<file path="src/rtl/blade_launcher.sv">
// blade_launcher: fire-control stage in front of the blade projectile block.
// Turns the raw fire button into a one-cycle shoot pulse, only while the blade
// is idle, enforces a post-shot cooldown and manages a rechargeable charge pool.
// Each launch is confirmed by blade_active; a missing acknowledgement latches
// ack_fault until reset.
//
// Optional feature: define FIRE_BUFFER_EN to keep a one-entry pending flag for
// presses that cannot be accepted immediately; they fire once IDLE can accept.
//
// Ports:
//   sim_clk      in   system clock, all state updates on the rising edge
//   reset        in   synchronous, active-high reset
//   btn_fire     in   raw fire button, asynchronous to sim_clk
//   blade_active in   blade isActive bit (bladeState[0])
//   shoot        out  registered one-cycle launch pulse to the blade
//   ready        out  IDLE with a charge available and the blade inactive
//   charges      out  current charge count
//   ack_fault    out  sticky: a launch timed out without blade_active
module blade_launcher #(
  parameter int unsigned COOLDOWN_TICKS = 4,
  parameter int unsigned MAX_CHARGES    = 3,
  parameter int unsigned RECHARGE_TICKS = 8,
  parameter int unsigned ACK_TIMEOUT    = 4
) (
  input  logic       sim_clk,
  input  logic       reset,
  input  logic       btn_fire,
  input  logic       blade_active,
  output logic       shoot,
  output logic       ready,
  output logic [3:0] charges,
  output logic       ack_fault
);

  localparam logic [7:0] CD_LAST  = 8'(COOLDOWN_TICKS - 1);
  localparam logic [7:0] ACK_LAST = 8'(ACK_TIMEOUT - 1);
  localparam logic [7:0] RC_LAST  = 8'(RECHARGE_TICKS - 1);
  localparam logic [3:0] CHG_MAX  = 4'(MAX_CHARGES);

  typedef enum logic [1:0] {
    IDLE,
    WAIT_ACK,
    COOLDOWN
  } state_t;

  state_t     state, state_nxt;
  logic       s1, s2, btn_prev;
  logic       press, fire_req, accept, rc_tick;
  logic [7:0] timer, timer_nxt;
  logic [7:0] rc_cnt, rc_nxt;
  logic [3:0] charges_nxt;
  logic       fault_nxt;

  // Two-flop synchronizer plus edge detector on the synchronized button.
  always_ff @(posedge sim_clk) begin
    if (reset) begin
      s1       <= 1'b0;
      s2       <= 1'b0;
      btn_prev <= 1'b0;
    end else begin
      s1       <= btn_fire;
      s2       <= s1;
      btn_prev <= s2;
    end
  end

  assign press = s2 & ~btn_prev;

`ifdef FIRE_BUFFER_EN
  logic pending, pending_nxt;

  assign fire_req = press | pending;

  // Any press that is not accepted this edge is remembered; repeats merge.
  always_comb begin
    pending_nxt = pending;
    if (accept)     pending_nxt = 1'b0;
    else if (press) pending_nxt = 1'b1;
  end

  always_ff @(posedge sim_clk) begin
    if (reset) pending <= 1'b0;
    else       pending <= pending_nxt;
  end
`else
  assign fire_req = press;
`endif

  assign accept  = (state == IDLE) && fire_req && (charges != '0) && !blade_active;
  assign rc_tick = (charges < CHG_MAX) && (rc_cnt == RC_LAST);

  // State register.
  always_ff @(posedge sim_clk) begin
    if (reset) begin
      state     <= IDLE;
      timer     <= '0;
      rc_cnt    <= '0;
      charges   <= CHG_MAX;
      shoot     <= 1'b0;
      ack_fault <= 1'b0;
    end else begin
      state     <= state_nxt;
      timer     <= timer_nxt;
      rc_cnt    <= rc_nxt;
      charges   <= charges_nxt;
      shoot     <= accept;
      ack_fault <= fault_nxt;
    end
  end

  // Next-state logic.
  always_comb begin
    state_nxt = state;
    timer_nxt = timer;
    fault_nxt = ack_fault;
    unique case (state)
      IDLE: begin
        if (accept) begin
          state_nxt = WAIT_ACK;
          timer_nxt = '0;
        end
      end
      WAIT_ACK: begin
        if (blade_active) begin
          state_nxt = COOLDOWN;
          timer_nxt = CD_LAST;
        end else if (timer == ACK_LAST) begin
          state_nxt = COOLDOWN;
          timer_nxt = CD_LAST;
          fault_nxt = 1'b1;
        end else begin
          timer_nxt = timer + 8'd1;
        end
      end
      COOLDOWN: begin
        if (timer == '0) state_nxt = IDLE;
        else             timer_nxt = timer - 8'd1;
      end
      default: begin
        state_nxt = IDLE;
        timer_nxt = '0;
      end
    endcase

    // A launch and a recharge tick on the same edge cancel; rc_tick is only
    // possible below capacity and accept only above zero, so no wrap occurs.
    if (charges >= CHG_MAX || rc_tick) rc_nxt = '0;
    else                               rc_nxt = rc_cnt + 8'd1;
    charges_nxt = charges + {3'b000, rc_tick} - {3'b000, accept};
  end

  // Output logic.
  always_comb begin
    ready = (state == IDLE) && (charges != '0) && !blade_active;
  end

endmodule

</file>
<file path="config.mk">
export PLATFORM = sky130hd
export DESIGN_NAME = blade_launcher
export DESIGN_NICKNAME = d
export VERILOG_FILES = /design/src/rtl/blade_launcher.sv
export SDC_FILE = /design/constraint.sdc
export NUM_CORES = 1
export LEC_CHECK = 0
export CORE_MARGIN = 5
export CORE_UTILIZATION = 45
export DETAILED_ROUTE_END_ITERATION = 8
export DONT_BUFFER_PORTS = 1
export GPL_ROUTABILITY_DRIVEN = 0
export HOLD_SLACK_MARGIN = 0.1
export PLACE_DENSITY = 0.73
export SYNTH_ARGS = -nofsm -noshare
export SYNTH_HDL_FRONTEND = slang
export SYNTH_SLANG_ARGS = --single-unit
</file>
<file path="constraint.sdc">
create_clock -name sim_clk -period 2.75 [get_ports sim_clk]
set_clock_uncertainty 0.2 [all_clocks]
set_input_delay 0.6875 -clock sim_clk [delete_from_list [all_inputs] [get_ports sim_clk]]
set_output_delay 0.6875 -clock sim_clk [all_outputs]
set_load 0.01 [all_outputs]
</file>
**Word-level counts from Yosys, hierarchy flattened**

Index checks and enable logic that the tools add are counted.

- Register bits: 27
- Bits in latches: 0
- Bits in writable memories: 0
- Memory bits (read-only): 0
- Output and inout port bits: 7
- Logic and storage cells: 52
- Memories: 0

- $add $sub $neg: 5
- Multiply operators: 0
- Div/mod/pow operators: 0
- $lt $le $gt $ge: 2
- Eq/ne operators: 8
- Shift operators: 0
- Muxes and demuxes: 10
- Bitwise operators: 3
- Reductions and logical operators: 15

Operators with widths:

| kind | number |
|---|---|
| $mux W8 | 4 |
| $pmux W8 S3 | 1 |
| $add A8 B1 Y8 const B | 2 |
| $eq A8 B2 Y1 const B | 1 |
| $eq A8 B3 Y1 const B | 1 |
| $logic_not A8 Y1 | 1 |
| $mux W2 | 4 |
| $sub A8 B1 Y8 const B | 1 |
| $logic_and A1 B1 Y1 | 6 |
| $ne A2 B2 Y1 const B | 3 |
| $pmux W2 S3 | 1 |
| $reduce_and A3 Y1 | 2 |
| $add A4 B1 Y4 | 1 |
| $ge A4 B2 Y1 const B | 1 |
| $lt A4 B2 Y1 const B | 1 |
| $reduce_bool A4 Y1 | 1 |
| $sub A4 B1 Y4 | 1 |
| $ne A3 B3 Y1 const B | 1 |
| $eq A2 B1 Y1 const B | 1 |
| $eq A2 B2 Y1 const B | 1 |
| $logic_not A2 Y1 | 1 |
| $not A1 Y1 | 2 |
| $reduce_and A2 Y1 | 1 |
| $reduce_or A2 Y1 | 1 |
| 3 further kinds | 3 |

**Logic depth before layout (Yosys ltp)**

Gate-level depths: netlist of run 1.

- Word-level depth: 7
- Gate-level depth with buffers: 12
- Gate-level depth less buffers: 12

**Worst setup path after synthesis of run 1**

No wires, ideal clock.

- Path type: register -> register
- Start point: register charges[2]
- End point: register charges[1]
- Setup time: 0.123 ns
- Data arrival time: 2.450 ns
- Required time: 2.427 ns
- Slack: -0.023 ns
- Stages on the path, launching flop included: 11
- Period minus slack after synthesis: 2.773 ns
- Cells stage by stage: dfxtp_1 > inv_1 > ha_1 > nor3b_1 > nor3b_1 > nor2b_1 > ha_1 > inv_1 > ha_1 > fa_1 > or2_2

- Cells in the longest elaborated chain, start to end: 4
- Elaborated cells on any way between the ends: 7
- Classes of those cells: add/sub: 2; order compare: 1; reduce/logical: 4

RTL lines:

| what | line | RTL |
|---|---|---|
| from (decl) | 31 | `output logic [3:0] charges,` |
| from (signal assigned) | 105 | `charges <= charges_nxt;` |
| $reduce_bool A4 Y1 | 89 | `assign accept = (state == IDLE) && fire_req && (charges != '0) && !blade_active;` |
| $logic_and A1 B1 Y1 (2 in a row) | 89 |  |
| via accept | 48 | `logic press, fire_req, accept, rc_tick;` |
| $sub A4 B1 Y4 | 149 | `charges_nxt = charges + {3'b000, rc_tick} - {3'b000, accept};` |
| via charges_nxt[1] | 51 | `logic [3:0] charges_nxt;` |

The timed path passes the listed nets, and every way through them passes these cells.
A chain may end at the register's enable or synchronous reset.

**Worst setup path in the final report of run 1**

- Start point: register rc_cnt[3]
- End point: register charges[1]

- Cells in the longest elaborated chain, start to end: 4

RTL lines:

| what | line | RTL |
|---|---|---|
| from (decl) | 50 | `logic [7:0] rc_cnt, rc_nxt;` |
| from (signal assigned) | 104 | `rc_cnt <= rc_nxt;` |
| $eq A8 B3 Y1 | 90 | `assign rc_tick = (charges < CHG_MAX) && (rc_cnt == RC_LAST);` |
| $logic_and A1 B1 Y1 | 90 |  |
| $add A4 B1 Y4 | 149 |  |
| $sub A4 B1 Y4 | 149 |  |
| via charges_nxt[1] | 51 |  |

The timed path passes the listed nets, and every way through them passes these cells.

==> results.toml, run 1 <==
[clocking]
clockRootBuffer = "clkbuf_4"
cts.clk_slew.worst_paths_ns = 0.15
worstSkewPairLatency_ns = 0.32
cts_buffers = 3
cts.sinks = 27
cts_hold_buf = 0
cts_tree = "built"
htree_levels = 1
clockBufferDepth = 2

[detailed_routing]
drt.antenna.violating_nets = 0
firstDrtPassIters = 4
wl_per_cell_um = 12.7
drcViolationCount = 0
first_iter_violations = 44
routed_wl_um = 2910
dr_total_vias = 1219
via_per_inst = 5.30

[worst_setup_path]
r2r-end = "charges[1]"
reg2reg_slack_ns = 0.11
cpMostUsedCell = "ha_1"
cp.arrival_ns = 2.66
crit_path_end_kind = "flop"
crit_path_max_incr_delay_ns = 0.54
worstRegToRegCells = 8
crit_fanout = 5
crit_chain = "or4_1 -> nor3_2 -> nand3_1 -> ha_1 -> inv_1 -> ha_1 -> fa_1 -> or2_2"
cp_slowest_cell = "or4_1"
required_ns = 2.78
rr_startpoint = "rc_cnt[3]"
path_class = "reg2reg"
cp-start-kind = "flop"

[logic_synthesis]
synth.ff_latch_count = 27
synth_edf_count = 0
synth-async-reset-ratio = 0
syn-num-nets = 202
syn_inst = 184
synth_top_flop_cell = "dfxtp_1"
yosysSeqAreaShare = 0.338
yosysWarnings = 0
synth.cell_area_um2 = 1600
synth_cell_type_count = 40
syn_avg_cell_area_um2 = 8.70
yosysMostFrequentCell = "dfxtp_1"
synthTopCellsByCount = "27 x dfxtp_1, 18 x nor2_1, 15 x inv_1"
yosys-top-cells-area = "dfxtp_1 34%, ha_1 10%, xnor2_1 6.0%, nand3_1 4.4%, nor2_1 4.2%"
synth_top_area_frac = 0.338
synth_top_area_cell = "dfxtp_1"

[pwr]
p_per_area_nw_per_um2 = 589
power_mw = 0.995
vdd_drop_max_mv = 0.365
power_leakage_nw = 0.645

[final_layout]
finish.instance_area_um2 = 1690
areaGrowthSynthToFinish_pct = 5.47
drive_above_1_share = 0.0924
final_nets = 203
n_antenna_cell = 0
layoutNonFillerInstCount = 230
final_core_util = 0.498

[place]
post-dp-hpwl_um = 2190
numPortBuffers = 0
dp_cells = 226
placed_cell_area_um2 = 1650
post-place-ws_ns = 0.0940

[die]
rows = 21
io_pins = 11
die_area_um2 = 4850
placeableCoreArea_um2 = 3390
initial_utilization = 0.472
die_x_um = 69.7
die_y_um = 69.7

[worst_hold_path]
worstHoldPathCells = 1
min_path_type = "in2reg"
hold_start = "reset"
holdPathEnd = "timer[3]"

[job]
maxCapViolations = 0

[global_routing]
grt_pass1_wl_um = 5070
grt_overflow = 0
grt_max_degree = 22
track_usage = 0.123
grt_pass1_vias = 1097
antenna_found_initial = 0

[timing]
slew_headroom = 0.685
fmax_ghz = 0.379
setup_viol = 0
maxSlewViolCount = 0
finalCritPeriodShare = 0.958
setup_ws_ns = 0.115
worst_pin_slew_ns = 0.473
hold_viol = 0
fin_crit_ns = 2.64
final.setup.tns_ns = 0
hold_slack_ns = 0.211

[run_status]
outcome = "complete, no violations"
[cell families after synthesis]
kind of cell / Yosys count / share of synthesized area
buffers and inverters: 23 / 0.0648
XOR/XNOR: 15 / 0.0820
AO/OA/AOI/OAI: 31 / 0.143
multiplexers: 4 / 0.0250
flip-flops: 27 / 0.338
adder cells (fa/ha/maj): 14 / 0.114
AND/OR/NAND/NOR: 70 / 0.234
[worst max-delay path: cells and delay by family, from the launching register on]
family                     cells  cell delay, ns
adders and majority gates      3            0.88
and+or+nand+nor                4            1.04
buffers and inverters          1            0.04
DFF                            1            0.38
[per-layer routing]
layer | vias up | global-route usage | wire length (um)
met5 | - | 0 | 0
met4 | 0 | 0.0128 | 15
met3 | 2 | 0.0333 | 94
met2 | 14 | 0.211 | 1420
met1 | 567 | 0.160 | 1390
li1 | 636 | - | -
[layout by cell type (no fill, tap or decap), types with 7 or more instances in the layout]
master / n
a21oi_1: 7
nor2_1: 18
xnor2_1: 11
inv_1: 15
nor2b_1: 8
nand2_1: 9
nand3_1: 14
ha_1: 13
dfxtp_1: 27
[report_power, final]
group | leakage [nW] | total [mW] | internal, mW | switching [mW]
clock | 0.0139 | 0.171 | 0.0556 | 0.116
combinational | 0.413 | 0.382 | 0.169 | 0.212
sequential | 0.219 | 0.442 | 0.421 | 0.0212
[worst max-delay path by stage]
stage / startpoint / to / slack (ns) / cells after the start
CTS: rc_cnt[3] / charges[1] / 0.06 / 8
global route: charges[2] / charges[1] / -0.002 / 10
finish: rc_cnt[3] / charges[1] / 0.11 / 8
global placement: rc_cnt[3] / charges[1] / 0.13 / 8
floorplan: charges[2] / charges[1] / 0.10 / 10
detailed placement: rc_cnt[3] / charges[1] / 0.09 / 8
[sequential cells by signal, summed over array words and instances (netlist names)]
register / cells
s2: 1
btn_prev: 1
shoot: 1
charges: 4
s1: 1
state: 2
timer: 8
ack_fault: 1
rc_cnt: 8
[what timing repair did]
action	in CTS	in global routing
hold endpoints to repair	0	0
setup endpoints to repair	0	1
resized for setup	0	3
buffers inserted	0	0
[cell type report]
cell class | instances | area [um2]
flip-flops and latches | 27 | 541
fillers | 301 | 1700
repair buffers | 4 | 30.0
clock inverters | 1 | 7.51
clock buffers | 3 | 22.5
inverters | 15 | 56.3
multi-input cells | 134 | 975
well taps | 46 | 57.6
(Power assumes the default switching activity.)
==> inputs of run 2 (changes only) <==
Settings changed: ABC_AREA from default to 1.
==> run 2 against run 1 <==
  * Count of clock-buffer cells in the layout increased by 1
  * Power up 34%
  * Largest cell class unchanged
  * Core utilization fell by 1.5 points
  * Largest power group is now combinational logic
  * Highest routed layer unchanged
  * Die area increased by 4.1%
==> results.toml, run 2 <==
[final_layout]
top_regs = "rc_cnt x8, timer x8, charges x4"
areaGrowthSynthToFinish_pct = 4.62
final_nets = 266
layout_commonest_cell = "nand2_1"
final_cell_mix = "69 x nand2_1, 37 x nor2_1, 28 x inv_1"
multiInputGateArea_um2 = 995
drive_above_1_share = 0.0850
fill_cells = 399
final-seq-area_um2 = 541
n_antenna_cell = 0

[clocking]
cts_buffers = 3
cts.sinks = 27
cts_hold_buf = 0
cts_setup_buffers = 0
cts.repair.resized = 0
worstSkewPairLatency_ns = 0.27
clockRootBuffer = "clkbuf_8"
clockBufferDepth = 2
htree_levels = 1
cts_tree = "built"
cts.clk_slew.worst_paths_ns = 0.09

[logic_synthesis]
synth_top_flop_cell = "dfxtp_1"
synthTopCellsByCount = "69 x nand2_1, 37 x nor2_1, 28 x inv_1"
yosys-top-cells-area = "dfxtp_1 32%, nand2_1 15%, ha_1 9.7%, nor2_1 8.3%, inv_1 6.3%"
yosysWarnings = 0
synth_top_area_frac = 0.322
yosysSeqAreaShare = 0.322
synth.ff_latch_count = 27
synth-async-reset-ratio = 0
synth.cell_area_um2 = 1680
syn-num-nets = 266
synth_edf_count = 0
yosysMostFrequentCell = "nand2_1"
synth_cell_type_count = 30
syn_inst = 248
syn_avg_cell_area_um2 = 6.77
synth_top_area_cell = "dfxtp_1"

[pwr]
pwr-share-clk = 0.166
vdd_drop_max_mv = 0.412
p_sw_mw = 0.579
intPower_mw = 0.757
combPwrFrac = 0.476
seq_power_share = 0.359
power_leakage_nw = 0.773
p_per_area_nw_per_um2 = 761
p_sw_frac = 0.433

[timing]
slew_headroom = 0.721
hold_slack_ns = 0.211
fmax_ghz = 0.396
fin_crit_ns = 2.53
worst_pin_slew_ns = 0.418
final.setup.tns_ns = 0
maxSlewViolCount = 0
setup_viol = 0
finalCritPeriodShare = 0.918
hold_viol = 0
rsz0062_at_grt = "no"

[job]
maxCapViolations = 0

[die]
initial_utilization = 0.462
die_x_um = 71.1
rows = 22
placeableCoreArea_um2 = 3630
io_pins = 11
die_area_um2 = 5050
die_y_um = 71.1

[global_routing]
grt_pass1_wl_um = 5710
grt_max_degree = 18
grt.met2_usage = 0.225
met3_usage = 0.0284
track_usage = 0.135
antenna_found_initial = 0
met1_usage = 0.178
grt_pass1_vias = 1337
grt_overflow = 0
grt-busiest-layer = "met2"

[worst_setup_path]
crit_fanout = 2
crit_path_end_kind = "flop"
rr_startpoint = "charges[2]"
path_class = "reg2reg"
reg2reg_slack_ns = 0.22
r2r-end = "charges[1]"
cp-start-kind = "flop"
required_ns = 2.72
worstRegToRegCells = 9
cp.arrival_ns = 2.49

[worst_hold_path]
hold_start = "s1"
holdPathEnd = "s2"
min_path_type = "reg2reg"
worstHoldPathCells = 2

[detailed_routing]
routed_wl_um = 3170
drt.antenna.violating_nets = 0
first_iter_violations = 149
dr_total_vias = 1442
firstDrtPassIters = 4
drcViolationCount = 0
via_per_inst = 4.89
wl_per_cell_um = 10.7

[place]
numPortBuffers = 0
post-dp-hpwl_um = 2400

[run_status]
outcome = "complete, no violations"
==> run 2: cell count changes in the layout (fill, tap and decap cells not counted), sizes merged, moves of 5 or more <==
cell / previous run / this run
nand2: 9 / 72
nor2: 18 / 42
inv: 15 / 31
nor2b: 9 / 0
xnor2: 11 / 3
o21ai: 4 / 10
nand3: 14 / 19
==> run 2: metrics by stage <==
step                setup WS [ns]  instance area [um2]   util  cells  power, mW
finish                      0.224                 1760  0.483    295       1.34
detailed placement          0.223                 1710  0.471    291       1.13
global route               0.0349                 1760  0.483    295       1.47
CTS                         0.206                 1760  0.483    295       1.35
floorplan                   0.374                 1680      -    248       1.02
global placement            0.309                 1710  0.471    291       1.11
==> run 2: worst max-delay path by stage <==
| stage | from | endpoint | slack, ns | depth (start not counted) |
|---|---|---|---|---|
| global placement | charges[2] | charges[1] | 0.31 | 9 |
| detailed placement | charges[2] | charges[1] | 0.22 | 9 |
| finish | charges[2] | charges[1] | 0.22 | 9 |
| global route | charges[2] | charges[1] | 0.03 | 9 |
| floorplan | charges[2] | charges[1] | 0.37 | 9 |
| CTS | charges[2] | charges[1] | 0.21 | 9 |
==> run 2: critical path: stages (launching register included) <==
cell and delay (ns):
dfxtp_1 0.35, inv_1 0.09, ha_1 0.16, a21boi_0 0.26, nand3_1 0.14, ha_1 0.30
inv_1 0.03, ha_1 0.19, fa_1 0.42, or2_2 0.27
==> run 2: layer usage <==
layer | vias to the layer above | part of all wire
met5 | - | 0
met4 | 0 | 0.0095
met3 | 5 | 0.039
met2 | 26 | 0.48
met1 | 642 | 0.47
li1 | 769 | -
==> run 2: final cells by class <==
class,count,share of cell area
Tap cell,48,0.0342
Sequential cell,27,0.308
Multi-Input combinational cell,185,0.566
Inverter,31,0.0662
Clock buffer,4,0.0256
==> run 2: power groups by stage <==
stage | clock (mW) | combinational [mW] | sequential [mW]
after floorplan | 0 | 0.540 | 0.475
after global placement | 0 | 0.626 | 0.488
after detailed placement | 0 | 0.637 | 0.488
after CTS | 0.231 | 0.641 | 0.479
after global routing | 0.252 | 0.730 | 0.486
final | 0.221 | 0.636 | 0.479
==> run 2: logic make-up (layout without fill, tap and decap cells) <==
family,after synthesis,count (layout),share of synthesized area
buf+inv,36,35,0.0857
fa+ha+maj,14,14,0.109
simple gates,141,141,0.370
flops,27,27,0.322
xor+xnor,6,6,0.0313
compound gates,24,24,0.0827
==> inputs of run 3 (changes only) <==
Settings changed: PLACE_DENSITY 0.73 to 0.6.
==> run 3 against run 2 <==
  * Core utilization is essentially flat
  * Combinational power is essentially flat
  * Hold slack better by 0.0034 ns
  * Cell count unchanged
  * First-iteration DRC count is 57% lower
  * Count of clock-buffer cells in the layout shrank 1
  * Power up 0.16%
  * Die area is the same
  * Sequential cell count unchanged
  * Via count hardly changed
  * Sequential share of layout area about the same
  * Maximum frequency is 0.48% higher
  * Largest cell class unchanged
==> results.toml, run 3 (same netlist as run 2, synthesis figures left out) <==
[run_status]
outcome = "complete, no violations"

[worst_setup_path]
crit_family = "adder cells"
path_class = "reg2reg"
crit_path_end_kind = "flop"
cp.arrival_ns = 2.48
crit_path_max_incr_delay_ns = 0.42
cp-start-kind = "flop"
crit_buf_inv = 2
required_ns = 2.72
crit_chain = "inv_1 -> ha_1 -> a21boi_0 -> nand3_1 -> ha_1 -> inv_1 -> ha_1 -> fa_1 -> or2_2"
cpMostUsedCell = "ha_1"
crit_fanout = 2
cp_slowest_cell = "fa_1"

[final_layout]
fill_cells = 393
drive_above_1_share = 0.0891
multiInputGateArea_um2 = 995
final_core_util = 0.484
n_antenna_cell = 0
areaGrowthSynthToFinish_pct = 4.69
final-seq-area_um2 = 541
final_cell_mix = "69 x nand2_1, 37 x nor2_1, 28 x inv_1"
top_regs = "rc_cnt x8, timer x8, charges x4"
final_nets = 266
layout_commonest_cell = "nand2_1"

[global_routing]
grt_overflow = 0
track_usage = 0.137
grt_pass1_vias = 1315
grt_max_degree = 18
antenna_found_initial = 0
grt_pass1_wl_um = 5710

[clocking]
cts.clk_slew.worst_paths_ns = 0.09
htree_levels = 1
cts_setup_buffers = 0
clockRootBuffer = "clkbuf_8"
cts_buffers = 3
worstSkewPairLatency_ns = 0.27
cts_tree = "built"
clockBufferDepth = 2
cts.repair.resized = 0
cts.sinks = 27
cts_hold_buf = 0

[die]
rows = 22
die_area_um2 = 5050
initial_utilization = 0.462
die_y_um = 71.1
die_x_um = 71.1
placeableCoreArea_um2 = 3630
io_pins = 11

[worst_hold_path]
min_path_type = "reg2reg"

[timing]
finalCritPeriodShare = 0.914
hold_slack_ns = 0.214
fin_crit_ns = 2.51
fmax_ghz = 0.398
worst_pin_slew_ns = 0.423
rsz0062_at_grt = "no"
hold_viol = 0
setup_viol = 0
slew_headroom = 0.718
final.setup.tns_ns = 0
maxSlewViolCount = 0

[detailed_routing]
drt.antenna.violating_nets = 0
firstDrtPassIters = 5
wl_per_cell_um = 11.1
via_per_inst = 4.88
first_iter_violations = 64
drcViolationCount = 0
dr_total_vias = 1441
routed_wl_um = 3270

[pwr]
power_leakage_nw = 0.776
power_mw = 1.34
p_per_area_nw_per_um2 = 761
vdd_drop_max_mv = 0.312

[job]
maxCapViolations = 0

[place]
post-dp-hpwl_um = 2470
numPortBuffers = 0
-- run 3: cell count changes in the layout (fill, tap and decap cells not counted) --
cell | before | now
clkinv_2 | 0 | 1
clkbuf_1 | 1 | 0
-- run 3: final cells by class --
| type | instances | share of cell area |
|---|---|---|
| multi-input cells | 185 | 0.566 |
| flip-flops and latches | 27 | 0.307 |
| inverters | 31 | 0.0662 |
| well taps | 48 | 0.0342 |
| clock buffers | 3 | 0.0235 |
| clock inverters | 1 | 0.00285 |
-- run 3: final timing paths --
check	start	endpoint	slack, ns	depth (start not counted)
setup / recovery	charges[2]	charges[1]	0.24	9
hold / removal	s1	s2	0.21	2
setup reg to reg	charges[2]	charges[1]	0.24	9
hold reg to reg	s1	s2	0.21	2
-- run 3: metrics by stage --
stage,cell area (um2),setup slack (ns),std cells
after CTS,1760,0.202,295
after global routing,1760,0.0748,295
after detailed placement,1710,0.212,291
after global placement,1710,0.285,291
after floorplan,1680,0.374,248
final,1760,0.236,295
-- run 3: power breakdown --
part	leakage (nW)	internal [mW]	switching, mW
Clock	0.0255	0.101	0.121
Combinational	0.531	0.219	0.418
Sequential	0.219	0.435	0.0447
Total	0.776	0.755	0.583
-- run 3: worst min-delay path, delay by kind of cell, from the launching register on --
family | cells | cell delay [ns]
buffers and inverters | 1 | 0.04
DFF | 1 | 0.31
and+or+nand+nor | 1 | 0.03
-- run 3: metal layers --
| metal | global-route usage | vias up | part of all wire |
|---|---|---|---|
| li1 | - | 773 | - |
| met1 | 0.175 | 642 | 0.47 |
| met2 | 0.237 | 21 | 0.47 |
| met3 | 0.0298 | 5 | 0.049 |
| met4 | 0.0313 | 0 | 0.0098 |
| met5 | 0 | - | 0 |
